### config.mk
export PLATFORM = sky130hd
export DESIGN_NAME = uart_mmio_ctrl
export DESIGN_NICKNAME = d
export VERILOG_FILES = /design/src/rtl/uart_pkg.sv /design/src/rtl/uart_rx_fifo.sv /design/src/rtl/uart_mmio_ctrl.sv
export SDC_FILE = /design/constraint.sdc
export NUM_CORES = 1
export LEC_CHECK = 0
export ABC_CLOCK_PERIOD_IN_PS = 3100
export CORE_ASPECT_RATIO = 1.5
export CORE_UTILIZATION = 40
export CTS_BUF_LIST = sky130_fd_sc_hd__clkbuf_4 sky130_fd_sc_hd__clkbuf_8 sky130_fd_sc_hd__clkbuf_16
export DETAILED_ROUTE_END_ITERATION = 7
export REMOVE_ABC_BUFFERS = 1
export SYNTH_ARGS = -nofsm -noshare
export SYNTH_HDL_FRONTEND = slang
export SYNTH_SLANG_ARGS = --single-unit
### constraint.sdc
create_clock -name clk -period 3.1 [get_ports clk]
set_input_delay 0.62 -clock clk [delete_from_list [all_inputs] [get_ports clk]]
set_output_delay 0.62 -clock clk [all_outputs]
set_load 0.05 [all_outputs]
### src/rtl/uart_pkg.sv
// uart_pkg: shared UART state encodings, frame width and MMIO decode addresses.
// No ports; imported by the controller top.
package uart_pkg;
  localparam logic [1:0] TX_IDLE  = 2'd0;
  localparam logic [1:0] TX_START = 2'd1;
  localparam logic [1:0] TX_DATA  = 2'd2;
  localparam logic [1:0] TX_STOP  = 2'd3;
  localparam logic [1:0] RX_IDLE  = 2'd0;
  localparam logic [1:0] RX_START = 2'd1;
  localparam logic [1:0] RX_DATA  = 2'd2;
  localparam logic [1:0] RX_STOP  = 2'd3;
  localparam int FRAME_BITS = 8;
  localparam logic [31:0] MMIO_DATA_ADDR = 32'h1000_0000;
  localparam logic [31:0] MMIO_STAT_ADDR = 32'h1000_0004;
endpackage

### src/rtl/uart_rx_fifo.sv
// uart_rx_fifo: first-word-fall-through sync FIFO for received bytes.
// Ports: clk/rst, push+din write side, pop read side, dout = head (0 when empty),
// full/empty/count status.
module uart_rx_fifo #(
  parameter int DEPTH = 4,
  parameter int WIDTH = 8
) (
  input  logic                     clk,
  input  logic                     rst,
  input  logic                     push,
  input  logic [WIDTH-1:0]         din,
  input  logic                     pop,
  output logic [WIDTH-1:0]         dout,
  output logic                     full,
  output logic                     empty,
  output logic [$clog2(DEPTH):0]   count
);
  localparam int AW = $clog2(DEPTH);
  logic [WIDTH-1:0] r_mem [DEPTH];
  logic [AW-1:0] r_wr, r_rd;
  logic [AW:0] r_count;
  logic w_pop, w_push;
  // pop on empty is ignored, so a same-cycle push into an empty FIFO keeps its byte;
  // a push while full only succeeds when a pop frees the head in the same cycle
  assign w_pop  = pop & ~empty;
  assign w_push = push & (~full | w_pop);
  assign full   = r_count == (AW+1)'(DEPTH);
  assign empty  = r_count == '0;
  assign count  = r_count;
  assign dout   = empty ? '0 : r_mem[r_rd];
  always_ff @(posedge clk)
    if (w_push) r_mem[r_wr] <= din;
  always_ff @(posedge clk or posedge rst)
    if (rst) begin
      r_wr    <= '0;
      r_rd    <= '0;
      r_count <= '0;
    end else begin
      if (w_push) r_wr <= r_wr + 1'b1;
      if (w_pop) r_rd <= r_rd + 1'b1;
      r_count <= r_count + (AW+1)'(w_push) - (AW+1)'(w_pop);
    end
endmodule

### src/rtl/uart_mmio_ctrl.sv
// uart_mmio_ctrl: 8N1 UART beside the data-path MMIO decode (TX serializer, RX deserializer, RX FIFO).
// Ports: tx_data/tx_we in, tx_busy out; rx_re pop in, rx_data/rx_valid out;
// sticky rx_overrun/rx_frame_err cleared by err_clr; uart_rxd/uart_txd serial pins.
module uart_mmio_ctrl
  import uart_pkg::*;
#(
  parameter int CLK_FREQ = 100000000,
  parameter int BAUD     = 115200,
  parameter int RX_DEPTH = 4
) (
  input  logic       clk,
  input  logic       rst,
  input  logic [7:0] tx_data,
  input  logic       tx_we,
  output logic       tx_busy,
  input  logic       rx_re,
  output logic [7:0] rx_data,
  output logic       rx_valid,
  output logic       rx_overrun,
  output logic       rx_frame_err,
  input  logic       err_clr,
  input  logic       uart_rxd,
  output logic       uart_txd
);
  localparam int DIV = CLK_FREQ / BAUD;
  localparam int CW  = $clog2(DIV);
  localparam logic [CW-1:0] DIV_END  = CW'(DIV - 1);
  localparam logic [CW-1:0] HALF_END = CW'(DIV / 2 - 1);
  localparam logic [2:0] LAST_BIT = 3'(FRAME_BITS - 1);
  logic [1:0] r_tx_state, w_tx_next;
  logic [CW-1:0] r_tx_cnt;
  logic [2:0] r_tx_bit;
  logic [7:0] r_tx_shift;
  logic w_tx_tick;
  assign w_tx_tick = r_tx_cnt == DIV_END;
  always_ff @(posedge clk or posedge rst)
    if (rst) r_tx_state <= TX_IDLE;
    else r_tx_state <= w_tx_next;
  always_comb begin
    w_tx_next = r_tx_state;
    case (r_tx_state)
      TX_IDLE:  if (tx_we) w_tx_next = TX_START;
      TX_START: if (w_tx_tick) w_tx_next = TX_DATA;
      TX_DATA:  if (w_tx_tick && r_tx_bit == LAST_BIT) w_tx_next = TX_STOP;
      default:  if (w_tx_tick) w_tx_next = TX_IDLE;
    endcase
  end
  always_comb begin
    uart_txd = r_tx_state == TX_START ? 1'b0 : r_tx_state == TX_DATA ? r_tx_shift[0] : 1'b1;
    tx_busy  = r_tx_state != TX_IDLE;
  end
  // bit index wraps 7->0 on the last data bit, so it is ready for the next frame
  always_ff @(posedge clk or posedge rst)
    if (rst) begin
      r_tx_cnt   <= '0;
      r_tx_bit   <= '0;
      r_tx_shift <= '0;
    end else begin
      r_tx_cnt <= (r_tx_state == TX_IDLE || w_tx_tick) ? '0 : r_tx_cnt + 1'b1;
      if (r_tx_state == TX_IDLE && tx_we) r_tx_shift <= tx_data;
      if (r_tx_state == TX_DATA && w_tx_tick) begin
        r_tx_shift <= r_tx_shift >> 1;
        r_tx_bit   <= r_tx_bit + 1'b1;
      end
    end
  logic r_rxd_s1, r_rxd_s2, r_rxd_d;
  logic [1:0] r_rx_state, w_rx_next;
  logic [CW-1:0] r_rx_cnt;
  logic [2:0] r_rx_bit;
  logic [7:0] r_rx_shift;
  logic w_rx_fall, w_rx_tick, w_rx_push, w_rx_ferr;
  logic w_fifo_full, w_fifo_empty, w_fifo_pop;
  logic [$clog2(RX_DEPTH):0] w_fifo_count;
  always_ff @(posedge clk or posedge rst)
    if (rst) begin
      r_rxd_s1 <= 1'b1;
      r_rxd_s2 <= 1'b1;
      r_rxd_d  <= 1'b1;
    end else begin
      r_rxd_s1 <= uart_rxd;
      r_rxd_s2 <= r_rxd_s1;
      r_rxd_d  <= r_rxd_s2;
    end
  assign w_rx_fall = r_rxd_d & ~r_rxd_s2;
  // start bit is checked at half a bit so every later sample lands mid-bit
  assign w_rx_tick = r_rx_state == RX_START ? r_rx_cnt == HALF_END : r_rx_cnt == DIV_END;
  assign w_rx_push = r_rx_state == RX_STOP && w_rx_tick && r_rxd_s2;
  assign w_rx_ferr = r_rx_state == RX_STOP && w_rx_tick && !r_rxd_s2;
  always_ff @(posedge clk or posedge rst)
    if (rst) r_rx_state <= RX_IDLE;
    else r_rx_state <= w_rx_next;
  always_comb begin
    w_rx_next = r_rx_state;
    case (r_rx_state)
      RX_IDLE:  if (w_rx_fall) w_rx_next = RX_START;
      RX_START: if (w_rx_tick) w_rx_next = r_rxd_s2 ? RX_IDLE : RX_DATA;
      RX_DATA:  if (w_rx_tick && r_rx_bit == LAST_BIT) w_rx_next = RX_STOP;
      default:  if (w_rx_tick) w_rx_next = RX_IDLE;
    endcase
  end
  always_ff @(posedge clk or posedge rst)
    if (rst) begin
      r_rx_cnt   <= '0;
      r_rx_bit   <= '0;
      r_rx_shift <= '0;
    end else begin
      r_rx_cnt <= (r_rx_state == RX_IDLE || w_rx_tick) ? '0 : r_rx_cnt + 1'b1;
      if (r_rx_state == RX_DATA && w_rx_tick) begin
        r_rx_shift <= {r_rxd_s2, r_rx_shift[7:1]};
        r_rx_bit   <= r_rx_bit + 1'b1;
      end
    end
  assign w_fifo_pop = rx_re & ~w_fifo_empty;
  uart_rx_fifo #(.DEPTH(RX_DEPTH), .WIDTH(8)) u_fifo (
    .clk   (clk),
    .rst   (rst),
    .push  (w_rx_push),
    .din   (r_rx_shift),
    .pop   (w_fifo_pop),
    .dout  (rx_data),
    .full  (w_fifo_full),
    .empty (w_fifo_empty),
    .count (w_fifo_count)
  );
  assign rx_valid = w_fifo_count != '0;
  // a set in the same cycle as err_clr wins
  always_ff @(posedge clk or posedge rst)
    if (rst) begin
      rx_overrun   <= 1'b0;
      rx_frame_err <= 1'b0;
    end else begin
      rx_overrun   <= (w_rx_push && w_fifo_full && !w_fifo_pop) ? 1'b1 : err_clr ? 1'b0 : rx_overrun;
      rx_frame_err <= w_rx_ferr ? 1'b1 : err_clr ? 1'b0 : rx_frame_err;
    end
endmodule

# Word level (Yosys, flattened, before mapping)
# Memory sizes are Yosys's and may differ from the RTL's.
# Index checks and enable logic that the tools add are counted.
[op_classes]
n_addsub = 8
n_eq_ne = 17
n_mux = 24
n_bitwise = 8
n_reduce_logical = 26
[ops]
columns = ["operator", "count"]
rows = [
  ["8-bit two-way mux", 3],
  ["10-bit by 1-bit adder with 10-bit output, second input constant", 2],
  ["10-bit equality test, second input constant", 2],
  ["10-bit two-way mux", 2],
  ["2-bit two-way mux", 9],
  ["2-bit != test, second input constant", 6],
  ["2-bit one-hot mux with 3 select lines", 2],
  ["10-bit by 9-bit equality test with 1-bit output, second input constant", 1],
  ["1-bit logical AND", 10],
  ["3-bit equality test, second input constant", 3],
  ["3-bit nonzero test", 3],
  ["1-bit two-way mux", 8],
  ["4-bit AND reduction", 2],
  ["2-bit nonzero test", 4],
  ["3-bit by 1-bit adder with 3-bit output, second input constant", 2],
  ["2-bit equality test, second input constant", 3],
  ["2-bit by 1-bit adder with 2-bit output, second input constant", 2],
  ["1-bit AND", 4],
  ["2-bit by 1-bit equality test with 1-bit output, second input constant", 2],
  ["2-bit zero test", 2],
  ["3-bit by 1-bit adder with 3-bit output", 1],
  ["3-bit zero test", 1],
  ["1-bit NOT", 3],
  ["3-bit by 1-bit subtractor with 3-bit output", 1],
  ["other kinds (3)", 5],
]
[totals]
ff_bits = 58
ramBits = 32
input_bits = 14
memories = 1
[mem_list]
columns = ["memory", "words", "word_bits", "rd", "rd_ports_with_merged_regs", "wr", "line", "text"]
rows = [
  ["u_fifo.r_mem", 4, 8, 1, 0, 1, "uart_rx_fifo.sv:19", "logic [WIDTH-1:0] r_mem [DEPTH];"],
]

# Longest topological paths before layout
# Gate-level depths: netlist of run 1.
[logic_depth]
ltp_word = 8
mapped_depth = 10

# Cells and area by module
# From an unflattened synthesis of run 1, not the netlist that was laid out.
[unflattened]
hier_cells = 301
area_unflattened_um2 = 4031.4
[by_module_without_submodules]
columns = ["module", "instances", "cells_each", "area_each_um2"]
rows = [
  ["uart_mmio_ctrl", 1, 213, 2397.3],
  ["uart_rx_fifo", 1, 88, 1634.1],
]

# Worst setup path before layout of run 1
# Ideal clock, no wire load.
[synth_path]
kind = "register -> register"
from = "register u_fifo.r_count[1] (netlist: u_fifo.count[1])"
to = "register u_fifo.r_count[2] (netlist: u_fifo.count[2])"
setup_ns = 0.124
arrival_time_ns = 2.551
required_time_ns = 2.976
slack_ns = 0.424
stages_incl_launch_ff = 11
path_cell_list = "dfrtp_1 -> or3_1 -> clkbuf_1 -> and2_1 -> ha_1 -> inv_1 -> ha_1 -> inv_1 -> fa_1 -> xnor2_1 -> xnor2_1"
[synth_between]
elab_chain_len = 8
elab_cells_between_ends = 10
classes_between = "add/sub (2); eq/ne (1); bitwise (6); reduce/logical (1)"
[synth_rtl]
columns = ["item", "line", "text"]
rows = [
  ["from (decl)", "uart_rx_fifo.sv:21", "logic [AW:0] r_count;"],
  ["from (signal assigned)", "uart_rx_fifo.sv:41", "r_count <= r_count + (AW+1)'(w_push) - (AW+1)'(w_pop);"],
  ["3-bit zero test *", "uart_rx_fifo.sv:28", "assign empty = r_count == '0;"],
  ["1-bit NOT *", "uart_rx_fifo.sv:25, uart_mmio_ctrl.sv:113", ""],
  ["1-bit AND", "uart_mmio_ctrl.sv:113", "assign w_fifo_pop = rx_re & ~w_fifo_empty;"],
  ["1-bit AND *", "uart_rx_fifo.sv:25", "assign w_pop = pop & ~empty;"],
  ["net u_fifo.w_pop", "uart_rx_fifo.sv:22", "logic w_pop, w_push;"],
  ["1-bit OR", "uart_rx_fifo.sv:26", "assign w_push = push & (~full | w_pop);"],
  ["1-bit AND", "uart_rx_fifo.sv:26", ""],
  ["3-bit by 1-bit adder with 3-bit output", "uart_rx_fifo.sv:41", ""],
  ["3-bit by 1-bit subtractor with 3-bit output *", "uart_rx_fifo.sv:41", ""],
]
# The timed path passes the listed nets; every way through them passes the cells marked *.
# A chain may end at the register's enable or synchronous reset.

# Worst setup path after layout of run 1
[layout_path]
from = "register u_fifo.r_rd[0]"
to = "output rx_data[5]"
[layout_between]
elab_chain_len = 2
[layout_rtl]
columns = ["item", "line", "text"]
rows = [
  ["from (decl)", "uart_rx_fifo.sv:20", "logic [AW-1:0] r_wr, r_rd;"],
  ["from (signal assigned)", "uart_rx_fifo.sv:40", "if (w_pop) r_rd <= r_rd + 1'b1;"],
  ["memory 4 x 8 bit", "-", ""],
  ["8-bit two-way mux", "uart_rx_fifo.sv:30", "assign dout = empty ? '0 : r_mem[r_rd];"],
  ["to (decl)", "uart_mmio_ctrl.sv:17", "output logic [7:0] rx_data,"],
]
# No other way between the ends.

==> results of run 1 <==
[report_power, final]
group	leakage, nW	total [mW]	switching, mW	internal (mW)
registers	1.12	1.58	0.182	1.40
logic	0.823	0.651	0.344	0.307
clock network	0.161	1.16	0.429	0.734
total	2.10	3.39	0.955	2.44
[state kept, by name, summed over array words and instances (netlist names)]
signal / cells
rx_overrun: 1
r_rxd_d: 1
r_tx_bit: 3
r_tx_cnt: 10
r_tx_state: 2
r_rx_bit: 3
r_rx_shift: 8
u_fifo.count: 3
r_rx_cnt: 10
u_fifo.r_mem: 32
r_rx_state: 2
u_fifo.r_wr: 2
rx_frame_err: 1
u_fifo.r_rd: 2
r_tx_shift: 8
r_rxd_s2: 1
r_rxd_s1: 1
[metrics by stage]
stage / worst slack (ns) / cell area, µm² / cells
6_report: 0.228 / 4710 / 447
5_1_grt: 0.109 / 4710 / 447
4_1_cts: 0.189 / 4710 / 447
3_5_place_dp: 0.349 / 4390 / 431
3_3_place_gp: 0.429 / 4390 / 431
2_1_floorplan: 0.495 / 3940 / 284
[layout by cell type, fill, tap and decap left out, drive strengths merged, types with 4 or more instances in the layout]
master          n
mux4            8
inv            15
dfrtp          55
ha             15
clkbuf         11
and2           13
xnor2           7
clkdlybuf4s50  26
nor3            9
nand4           9
nand2           9
nor2           23
and3            4
edfxtp         32
mux2           15
nand3           9
xor2           16
a21oi           9
buf             6
mux2i           7
[metal layers]
layer | vias to the layer above | track usage | wire [µm]
met5 | - | 0 | 0
met4 | 0 | 0.0711 | 123
met3 | 10 | 0.0378 | 181
met2 | 31 | 0.242 | 3400
met1 | 1143 | 0.154 | 2670
li1 | 1118 | - | -
[area by class of cell]
cell class,count,area share
clock buffer,11,0.0523
clock inverter,5,0.0165
inverter,15,0.0119
multi-input combinational,179,0.311
sequential,90,0.513
tap,115,0.0305
timing repair buffer,32,0.0648
[worst max-delay path, delay by kind of cell, from the launching register on]
kind          cells  cell delay (ns)
flops             1             0.33
mux               1             0.51
buf+inv           2             0.91
simple gates      1             0.17
[cells by family after synthesis]
logic type,count (synthesis)
simple gates,91
flops,90
mux,30
xor+xnor,23
buf+inv,21
compound gates,19
fa+ha+maj,16
[worst max-delay path by stage]
stage                          from         endpoint  slack (ns)  cells past startpoint
floorplan           u_fifo.count[1]  u_fifo.count[2]        0.49                      9
finish               u_fifo.r_rd[0]       rx_data[5]        0.23                      4
detailed placement            rx_re  u_fifo.count[2]        0.35                      9
global route         u_fifo.r_rd[0]       rx_data[3]        0.11                      4
global placement              rx_re  u_fifo.count[1]        0.43                      8
CTS                  u_fifo.r_rd[0]       rx_data[5]        0.19                      4
[synth_stat cells (3+ instances only)]
| cell | n | area (µm²) |
|---|---|---|
| mux2i_1 | 7 | 70.1 |
| nand3_1 | 9 | 45.0 |
| nor2_1 | 23 | 86.3 |
| xor2_1 | 16 | 140 |
| mux4_2 | 8 | 180 |
| ha_1 | 15 | 188 |
| xnor2_1 | 7 | 61.3 |
| and2_1 | 13 | 81.3 |
| and4_1 | 3 | 26.3 |
| mux2_2 | 15 | 169 |
| a21oi_1 | 9 | 45.0 |
| nand2_1 | 9 | 33.8 |
| edfxtp_1 | 32 | 961 |
| nor3_1 | 9 | 45.0 |
| dfstp_2 | 3 | 78.8 |
| dfrtp_1 | 55 | 1380 |
| and3_1 | 4 | 25.0 |
| clkbuf_1 | 3 | 11.3 |
| nand4_1 | 9 | 56.3 |
| inv_1 | 15 | 56.3 |
==> results by group, run 1 <==
Run status
  – Outcome: complete, no violations

Synthesis
  – Ys flop type: dfrtp_1
  – Async S/R FF share, synth: 0.644
  – Post-synthesis simple-gate area fraction: 0.125
  – XOR/XNOR share of the synthesized area: 0.0507
  – Multiplexer share of the synthesized area: 0.106
  – Netlist Area Pre-Place: 3970 µm²
  – Mapped Cells: 290
  – Area share of fa/ha/maj cells after synthesis: 0.0523
  – Synth cell types: 42
  – Largest family of logic cells by synthesized area: simple AND/OR/NAND/NOR gates
  – Post-synth EDFFs: 32
  – Avg Cell Area, Syn: 13.7 µm²
  – Yosys warning count: 0
  – #FFs+latches synth: 90
  – Post-synthesis compound-gate area fraction: 0.0353
  – Post-synthesis sequential area ratio: 0.608

CTS
  – Clock root cell: clkbuf_16
  – Clock-pin transition on the worst setup and hold timing paths: 0.06 ns
  – H-tree levels: 3
  – Num Clock Sinks: 90
  – Clk_lat worst skew: 0.34 ns
  – CTS Buf Count: 9
  – CTS Buffer Depth: 2
  – Post_cts resized: 0
  – Hold_buf cts: 0
  – Postcts setup bufs: 0
  – CTS tree: built

STA
  – Relative slew slack: 0.564
  – Maximum clock rate: 348 MHz
  – Worst Skew: 0.00486 ns
  – Crit path time final: 2.87 ns
  – Fin. Hold Viols: 0
  – TNS Setup: 0 ns
  – Max-slew violations: 0
  – Final Cycle Share: 0.927
  – Unrepaired setup endpoints after global routing: false
  – Setup Viol. Count Final: 0
  – Min Hold Slack: 0.357 ns
  – Slew @ Worst Pin: 0.651 ns

Cells and area
  – Layout cells sized above 1: 0.160
  – Ant diodes: 0
  – Sequential cell area: 2420 µm²
  – Fill count: 881
  – Nets: 357
  – Final core occ: 0.486
  – Area grow syn2layout: 18.7%
  – Area of the multi-input gates: 1470 µm²

Place
  – Dpl hpwl: 4490 µm
  – Final GP Congestion: 0.737
  – Port Buffers: 26

Critical path
  – Critical path type: register to primary output
  – Worst path max stage delay: 0.69 ns
  – Reg-to-reg endpoint: u_fifo.count[2]
  – Crit-path cells: buf_4, mux4_2, and2_1, clkdlybuf4s50_1
  – Flop-to-flop setup slack: 0.56 ns
  – R2r worst-path depth: 8
  – Slowest-stage cell, CP: clkdlybuf4s50_1
  – Reg2reg start: r_rx_state[1]
  – Arr. time, crit path: 2.25 ns
  – CP Capture Type: primary output
  – Worst endpoint required time: 2.48 ns
  – Crit path launch type: register
  – Worst Path Max Fanout: 10

Global route
  – Largest net degree at the start of global routing: 25
  – Antenna violations before repair: 0
  – First-pass GRT wire length: 10900 µm
  – Global-route congestion overflow total: 0
  – Tot GR Track Use: 0.138
  – Number of global-route vias before repair: 2352

Detailed routing
  – Final wirelength: 6380 µm
  – Iter 0 DRT Violations: 75
  – Pre-antenna DRT Iters: 4
  – Antenna Nets Post-Route: 0
  – WL/cell: 14.3 µm
  – Vias per cell: 5.15
  – Via count: 2302
  – DRC Markers: 0

Min path
  – Hold crit path type: register to register
  – Hold depth: 0
  – End of the worst hold path: r_rxd_s2
  – Hold path start: r_rxd_s1

Power and ir drop
  – Power Density: 720 nW/µm²
  – Total Power: 3.39 mW
  – Pleak: 2.10 nW
  – Worst IR Drop VDD: 390 µV

Floorplan
  – Die X: 83.4 µm
  – Core area: 9690 µm²
  – # IOs: 27
  – Initial Util: 0.410
  – Die height: 124 µm
  – Core Rows: 44
  – Die area: 10300 µm²

Job
  – MaxCap Viol Count: 0
(Power assumes the default switching activity.)
==> run 2: changes to the inputs <==
Settings changed: SYNTH_HIERARCHICAL from default to 1.
==> run 2 against run 1 <==
  * The run now ends with DRC left
  * Global-route usage about the same
  * Sequential cell count unchanged
  * Cell area about the same
  * Via count up 2.4%
  * Die area up 1.5%
  * Worst hold slack better by 0.0050 ns
  * Clock-buffer cell count down 1
  * Fmax about the same
  * Sequential power about the same
  * Combinational power up 11%
  * Critical endpoint is now rx_data[4]
  * Largest power group unchanged
==> results by group, run 2 <==
Run status
  – Violated checks: DRC
  – Outcome: finished, violations left

CTS
  – Post_cts resized: 0 (unchanged)
  – CTS Buf Count: 9 (unchanged)
  – Clock-pin transition on the worst setup and hold timing paths: 0.06 ns (about the same)
  – Postcts setup bufs: 0 (unchanged)
  – H-tree levels: 3 (unchanged)
  – Num Clock Sinks: 90 (unchanged)
  – Clk_lat worst skew: 0.33 ns (about the same)
  – CTS Buffer Depth: 2 (unchanged)
  – Clock root cell: clkbuf_16
  – Hold_buf cts: 0 (unchanged)
  – CTS tree: built

STA
  – TNS Setup: 0 ns (unchanged)
  – Worst Skew: 0.00539 ns (+0.000536 ns)
  – Slew @ Worst Pin: 0.696 ns (+0.0448 ns)
  – Relative slew slack: 0.536 (-0.0283)
  – Setup Viol. Count Final: 0 (unchanged)
  – Unrepaired setup endpoints after global routing: false
  – Final worst slack: 0.226 ns (-0.00161 ns)
  – Crit path time final: 2.87 ns (+0.00161 ns)
  – Min Hold Slack: 0.362 ns (+0.00497 ns)
  – Fin. Hold Viols: 0 (unchanged)
  – Max-slew violations: 0 (unchanged)
  – Maximum clock rate: 348 MHz (about the same)
  – Final Cycle Share: 0.927 (about the same)

Floorplan
  – # IOs: 27 (unchanged)
  – Core Rows: 44 (unchanged)
  – Core area: 9740 µm² (+0.57%)
  – Die area: 10500 µm² (+1.5%)
  – Initial Util: 0.414 (+0.00385)
  – Die X: 84.0 µm (+0.74%)
  – Die height: 125 µm (+0.74%)

Critical path
  – Critical path type: register to primary output
  – Arr. time, crit path: 2.25 ns (about the same)
  – Reg-to-reg endpoint: u_fifo/count[2]
  – CP endpoint: rx_data[4]
  – Crit. Startpoint: u_fifo/r_rd[0]
  – Worst endpoint required time: 2.48 ns (about the same)
  – Reg2reg start: r_rx_state[1]
  – Crit path launch type: register
  – CP Capture Type: primary output
  – Worst Path Max Fanout: 10 (unchanged)
  – Flop-to-flop setup slack: 0.35 ns (-0.21 ns)
  – R2r worst-path depth: 9 (+1)

Synthesis
  – Cells taking the most area after synthesis: dfrtp_1, edfxtp_1, mux4_2
  – Async S/R FF share, synth: 0.644 (unchanged)
  – Yosys warning count: 6 (+6)
  – Post-synth EDFFs: 32 (unchanged)
  – Largest area contributor in the netlist: dfrtp_1
  – Mapped Cells: 301 (+3.8%)
  – Netlist Area Pre-Place: 4030 µm² (+1.5%)
  – Most instantiated cells after synthesis: dfrtp_1, edfxtp_1, nor2_1, inv_1
  – #FFs+latches synth: 90 (unchanged)
  – Synth cell types: 46 (+9.5%)
  – Share of the synthesized area in the top cell type: 0.341 (-0.00516)
  – Avg Cell Area, Syn: 13.4 µm² (-2.2%)
  – Most common cell in the netlist: dfrtp_1
  – Ys flop type: dfrtp_1
  – Post-synthesis sequential area ratio: 0.599 (-0.00906)

Cells and area
  – Largest regs: u_fifo/r_mem x32, r_rx_cnt x10, r_tx_cnt x10
  – Sequential cell area: 2420 µm² (unchanged)
  – Top reg by flops: u_fifo/r_mem
  – Ant diodes: 0 (unchanged)
  – Max reg flops: 32 (unchanged)
  – Fill count: 856 (-2.8%)
  – Final instance area: 4720 µm² (about the same)
  – Final core occ: 0.484 (-0.00236)
  – Nets: 366 (+2.5%)
  – Commonest non-fill, non-tap cell in the layout: dfrtp_1
  – Area of the multi-input gates: 1510 µm² (+3.2%)
  – Area grow syn2layout: 17.0%
  – Most frequent cells in the layout: dfrtp_1, edfxtp_1, clkdlybuf4s50_1
  – Final cell count without fillers: 457 (+2.2%)
  – Layout cells sized above 1: 0.173 (+0.0129)

Place
  – Placed standard-cell area: 4430 µm² (+1.1%)
  – DP Worst Slack: 0.363 ns (+0.0138 ns)
  – Post-placement cell count: 441 (+2.3%)
  – Dpl hpwl: 4490 µm (about the same)
  – Port Buffers: 26 (unchanged)
  – Final GP Congestion: 0.823 (+12%)

Min path
  – Hold crit path type: register to register
  – Hold path start: r_rxd_s1

Global route
  – Antenna violations before repair: 0 (unchanged)
  – Global-route congestion overflow total: 0 (unchanged)
  – Largest net degree at the start of global routing: 52 (+110%)
  – Tot GR Track Use: 0.138 (+0.000484)
  – Number of global-route vias before repair: 2466 (+4.8%)
  – First-pass GRT wire length: 11500 µm (+4.7%)

Detailed routing
  – WL/cell: 14.0 µm (-1.9%)
  – Iter 0 DRT Violations: 104 (+39%)
  – Antenna Nets Post-Route: 0 (unchanged)
  – DRC Markers: 1 (+1)
  – Via count: 2358 (+2.4%)
  – Final wirelength: 6400 µm (+0.28%)
  – Vias per cell: 5.16 (+0.19%)
  – Pre-antenna DRT Iters: 6 (+2)

Power and ir drop
  – Pleak: 2.07 nW (-1.3%)
  – Power Density: 704 nW/µm² (-2.2%)
  – Worst IR Drop VDD: 325 µV (-17%)
  – Total Power: 3.32 mW (-2.2%)

Job
  – MaxCap Viol Count: 0 (unchanged)
[run 2: cell count changes in the layout (fill, tap and decap cells not counted), moves of 3 or more]
cell,change
nand4_1,-5
and2_2,+4
clkinvlp_4,+5
nor3_1,+5
and2_1,-4
nand3_1,+4
and4_1,-3
xnor2_1,+7
xor2_1,-8
[run 2: layout make-up]
class                      count  share of cell area
sequential                    90               0.512
multi-input combinational    188               0.321
timing repair buffer          31              0.0631
clock buffer                  10              0.0507
tap                          115              0.0305
inverter                      17              0.0135
clock inverter                 6             0.00902
[run 2: cells by family after synthesis]
| group | synth area share |
|---|---|
| muxes | 0.107 |
| AOI/OAI and AO/OA | 0.0444 |
| buffers and inverters | 0.0254 |
| and+or+nand+nor | 0.127 |
| DFF | 0.599 |
| adders and majority gates | 0.0484 |
| xor gates and xnor gates | 0.0478 |
[run 2: how the worst min path moves through the flow]
stage / to / slack [ns] / cells after the start
floorplan: r_rxd_s2 / 0.35 / 0
global placement: r_rxd_s2 / 0.35 / 0
detailed placement: r_rxd_s2 / 0.35 / 0
CTS: r_rxd_s2 / 0.36 / 0
global route: r_rxd_s2 / 0.37 / 0
finish: r_rxd_s2 / 0.36 / 0
[run 2: routing by layer]
layer	up-vias	routed length, µm	GRT usage
met5	-	0	0
met1	1175	2770	0.166
met2	31	3360	0.242
li1	1143	-	-
met3	9	155	0.0238
met4	0	111	0.0639
[run 2: report_power, final]
part           internal, mW  total, mW  leakage (nW)  switching, mW
clock                 0.563       1.00         0.123          0.438
combinational         0.343      0.723         0.846          0.379
sequential             1.41       1.60          1.11          0.188
total                  2.32       3.32          2.07           1.01
[run 2: critical path: stages (launching register included)]
cell and delay (ns):
dfrtp_1 0.32, buf_4 0.22, mux4_2 0.52, and2_1 0.17, clkdlybuf4s50_1 0.69
==> run 3: changes to the inputs <==
Settings changed: CTS_BUF_LIST sky130_fd_sc_hd__clkbuf_4 sky130_fd_sc_hd__clkbuf_8 sky130_fd_sc_hd__clkbuf_16 to sky130_fd_sc_hd__clkbuf_16.
==> run 3 against run 2 <==
  * The run still ends with DRC left
  * Utilization down 0.10 points
  * Fmax about the same
  * First-iteration DRC count up 1.9%
  * Combinational power about the same
  * Register-to-register slack about the same
  * Routed wire length down 0.17%
  * Critical path depth unchanged
  * Largest power group unchanged
  * Highest routed layer unchanged
==> results by group, run 3 (same netlist as run 2, synthesis figures left out) <==
Cells and area
  – Final instance area: 4710 µm² (-0.21%)
  – Final core occ: 0.483 (-0.00103)
  – Layout cells sized above 1: 0.170 (-0.00292)
  – Nets: 366 (unchanged)
  – Largest regs: u_fifo/r_mem x32, r_rx_cnt x10, r_tx_cnt x10
  – Commonest non-fill, non-tap cell in the layout: dfrtp_1
  – Ant diodes: 0 (unchanged)
  – Area grow syn2layout: 16.7%
  – Max reg flops: 32 (unchanged)
  – Top reg by flops: u_fifo/r_mem
  – Most frequent cells in the layout: dfrtp_1, edfxtp_1, clkdlybuf4s50_1

Critical path
  – CP Capture Type: primary output
  – CP endpoint: rx_data[4]
  – Flop-to-flop setup slack: 0.35 ns (about the same)
  – Crit path launch type: register
  – Crit-path cells: buf_4, mux4_2, and2_1, clkdlybuf4s50_1
  – Crit path max-delay family: buffers and inverters
  – Critical Path Stages: 4 (unchanged)
  – Worst Path Max Fanout: 10 (unchanged)
  – Crit. Startpoint: u_fifo/r_rd[0]
  – R2r worst-path depth: 9 (unchanged)
  – Worst endpoint required time: 2.48 ns (about the same)
  – Slowest-stage cell, CP: clkdlybuf4s50_1
  – Buffers & Inverters on Critical Path: 2 (unchanged)
  – Worst path max stage delay: 0.69 ns (about the same)
  – Reg2reg start: r_rx_state[1]
  – Critical path type: register to primary output
  – Reg-to-reg endpoint: u_fifo/count[2]
  – Arr. time, crit path: 2.25 ns (about the same)

Place
  – Port Buffers: 26 (unchanged)
  – Dpl hpwl: 4490 µm (unchanged)
  – Placed standard-cell area: 4430 µm² (unchanged)
  – Final GP Congestion: 0.823 (unchanged)

Power and ir drop
  – Switching Share: 0.305 (+0.00199)
  – P_int: 2.29 mW (-1.1%)
  – Power Density: 700 nW/µm² (-0.58%)
  – Worst IR Drop VDD: 325 µV (about the same)
  – Reg power frac: 0.485 (+0.004)
  – Pleak: 2.07 nW (-0.27%)
  – Gate power share: 0.219 (about the same)
  – Clock share of power: 0.296 (-0.005)
  – Sw Pwr: 1.00 mW (-0.14%)

Global route
  – Met2 usage: 0.242 (unchanged)
  – Tot GR Track Use: 0.138 (-0.000142)
  – First-pass GRT wire length: 11500 µm (about the same)
  – GRT met1 Usage: 0.165 (-0.000441)
  – Global-route congestion overflow total: 0 (unchanged)
  – Met3 Track Usage GR: 0.0238 (unchanged)
  – Antenna violations before repair: 0 (unchanged)
  – Number of global-route vias before repair: 2468 (+0.081%)
  – Largest net degree at the start of global routing: 52 (unchanged)
  – Global route hottest layer: met2

CTS
  – Hold_buf cts: 0 (unchanged)
  – Clock root cell: clkbuf_16
  – CTS tree: built
  – CTS Buf Count: 9 (unchanged)
  – Num Clock Sinks: 90 (unchanged)
  – CTS Buffer Depth: 2 (unchanged)
  – Clk_lat worst skew: 0.33 ns (about the same)
  – Post_cts resized: 0 (unchanged)
  – Clock-pin transition on the worst setup and hold timing paths: 0.06 ns (about the same)
  – H-tree levels: 3 (unchanged)
  – Postcts setup bufs: 0 (unchanged)

Detailed routing
  – Via count: 2361 (+0.13%)
  – WL/cell: 14.0 µm (-0.17%)
  – Pre-antenna DRT Iters: 6 (unchanged)
  – Vias per cell: 5.17 (+0.13%)
  – Antenna Nets Post-Route: 0 (unchanged)
  – Final wirelength: 6380 µm (-0.17%)
  – Iter 0 DRT Violations: 106 (+1.9%)
  – DRC Markers: 1 (unchanged)

STA
  – Relative slew slack: 0.542 (+0.00629)
  – Final Cycle Share: 0.927 (about the same)
  – Max-slew violations: 0 (unchanged)
  – TNS Setup: 0 ns (unchanged)
  – Worst Skew: 0.00535 ns (-0.0000457 ns)
  – Min Hold Slack: 0.362 ns (unchanged)
  – Slew @ Worst Pin: 0.687 ns (-0.00944 ns)
  – Crit path time final: 2.87 ns (+0.000105 ns)
  – Fin. Hold Viols: 0 (unchanged)
  – Unrepaired setup endpoints after global routing: false
  – Maximum clock rate: 348 MHz (about the same)
  – Setup Viol. Count Final: 0 (unchanged)

Min path
  – Hold crit path type: register to register

Floorplan
  – Initial Util: 0.414 (unchanged)
  – Core Rows: 44 (unchanged)
  – Core area: 9740 µm² (unchanged)
  – Die area: 10500 µm² (unchanged)
  – Die X: 84.0 µm (unchanged)
  – # IOs: 27 (unchanged)
  – Die height: 125 µm (unchanged)

Run status
  – Outcome: finished, violations left
  – Violated checks: DRC

Job
  – MaxCap Viol Count: 0 (unchanged)
[run 3: changes by cell type in the layout (fill, tap and decap cells not counted)]
cell / delta
clkbuf_8: -1
clkinv_1: +1
[run 3: how the worst min path moves through the flow]
stage | from | end | cells after the start
CTS | r_rxd_s1 | r_rxd_s2 | 0
detailed placement | r_rxd_s1 | r_rxd_s2 | 0
floorplan | r_rxd_s1 | r_rxd_s2 | 0
finish | r_rxd_s1 | r_rxd_s2 | 0
global placement | r_rxd_s1 | r_rxd_s2 | 0
global route | r_rxd_s1 | r_rxd_s2 | 0
[run 3: final cells by class]
type                       instances  area [µm²]
fill                             857        5040
sequential                        90        2420
multi-input combinational        188        1510
timing repair buffer              31         298
clock buffer                       9         225
tap                              115         144
inverter                          17        63.8
clock inverter                     7        46.3
[run 3: power by group through the flow]
| stage | registers [mW] | logic (mW) | clock network, mW |
|---|---|---|---|
| floorplan | 1.59 | 0.547 | 0 |
| global placement | 1.61 | 0.724 | 0 |
| detailed placement | 1.62 | 0.737 | 0 |
| CTS | 1.60 | 0.742 | 1.01 |
| global route | 1.63 | 0.814 | 1.06 |
| finish | 1.60 | 0.723 | 0.975 |
[run 3: metal layers]
| layer | up-vias | wire, µm |
|---|---|---|
| met5 | - | 0 |
| met4 | 0 | 111 |
| met3 | 9 | 155 |
| met2 | 31 | 3330 |
| met1 | 1176 | 2790 |
| li1 | 1145 | - |
[run 3: worst register-to-register path: cells and delay by family, from the launching register on]
family                   cells  cell delay [ns]
AO/OA/AOI/OAI                1             0.27
XOR/XNOR                     2             0.26
adder cells (fa/ha/maj)      2             0.58
flip-flops                   1             0.46
multiplexers                 1             0.10
AND/OR/NAND/NOR              3             0.99
[run 3: metrics by stage]
step | setup WS [ns] | cells | power (mW)
3_5_place_dp | 0.363 | 441 | 2.36
3_3_place_gp | 0.428 | 441 | 2.34
5_1_grt | 0.125 | 457 | 3.50
2_1_floorplan | 0.397 | 295 | 2.14
4_1_cts | 0.190 | 457 | 3.36
6_report | 0.226 | 457 | 3.30
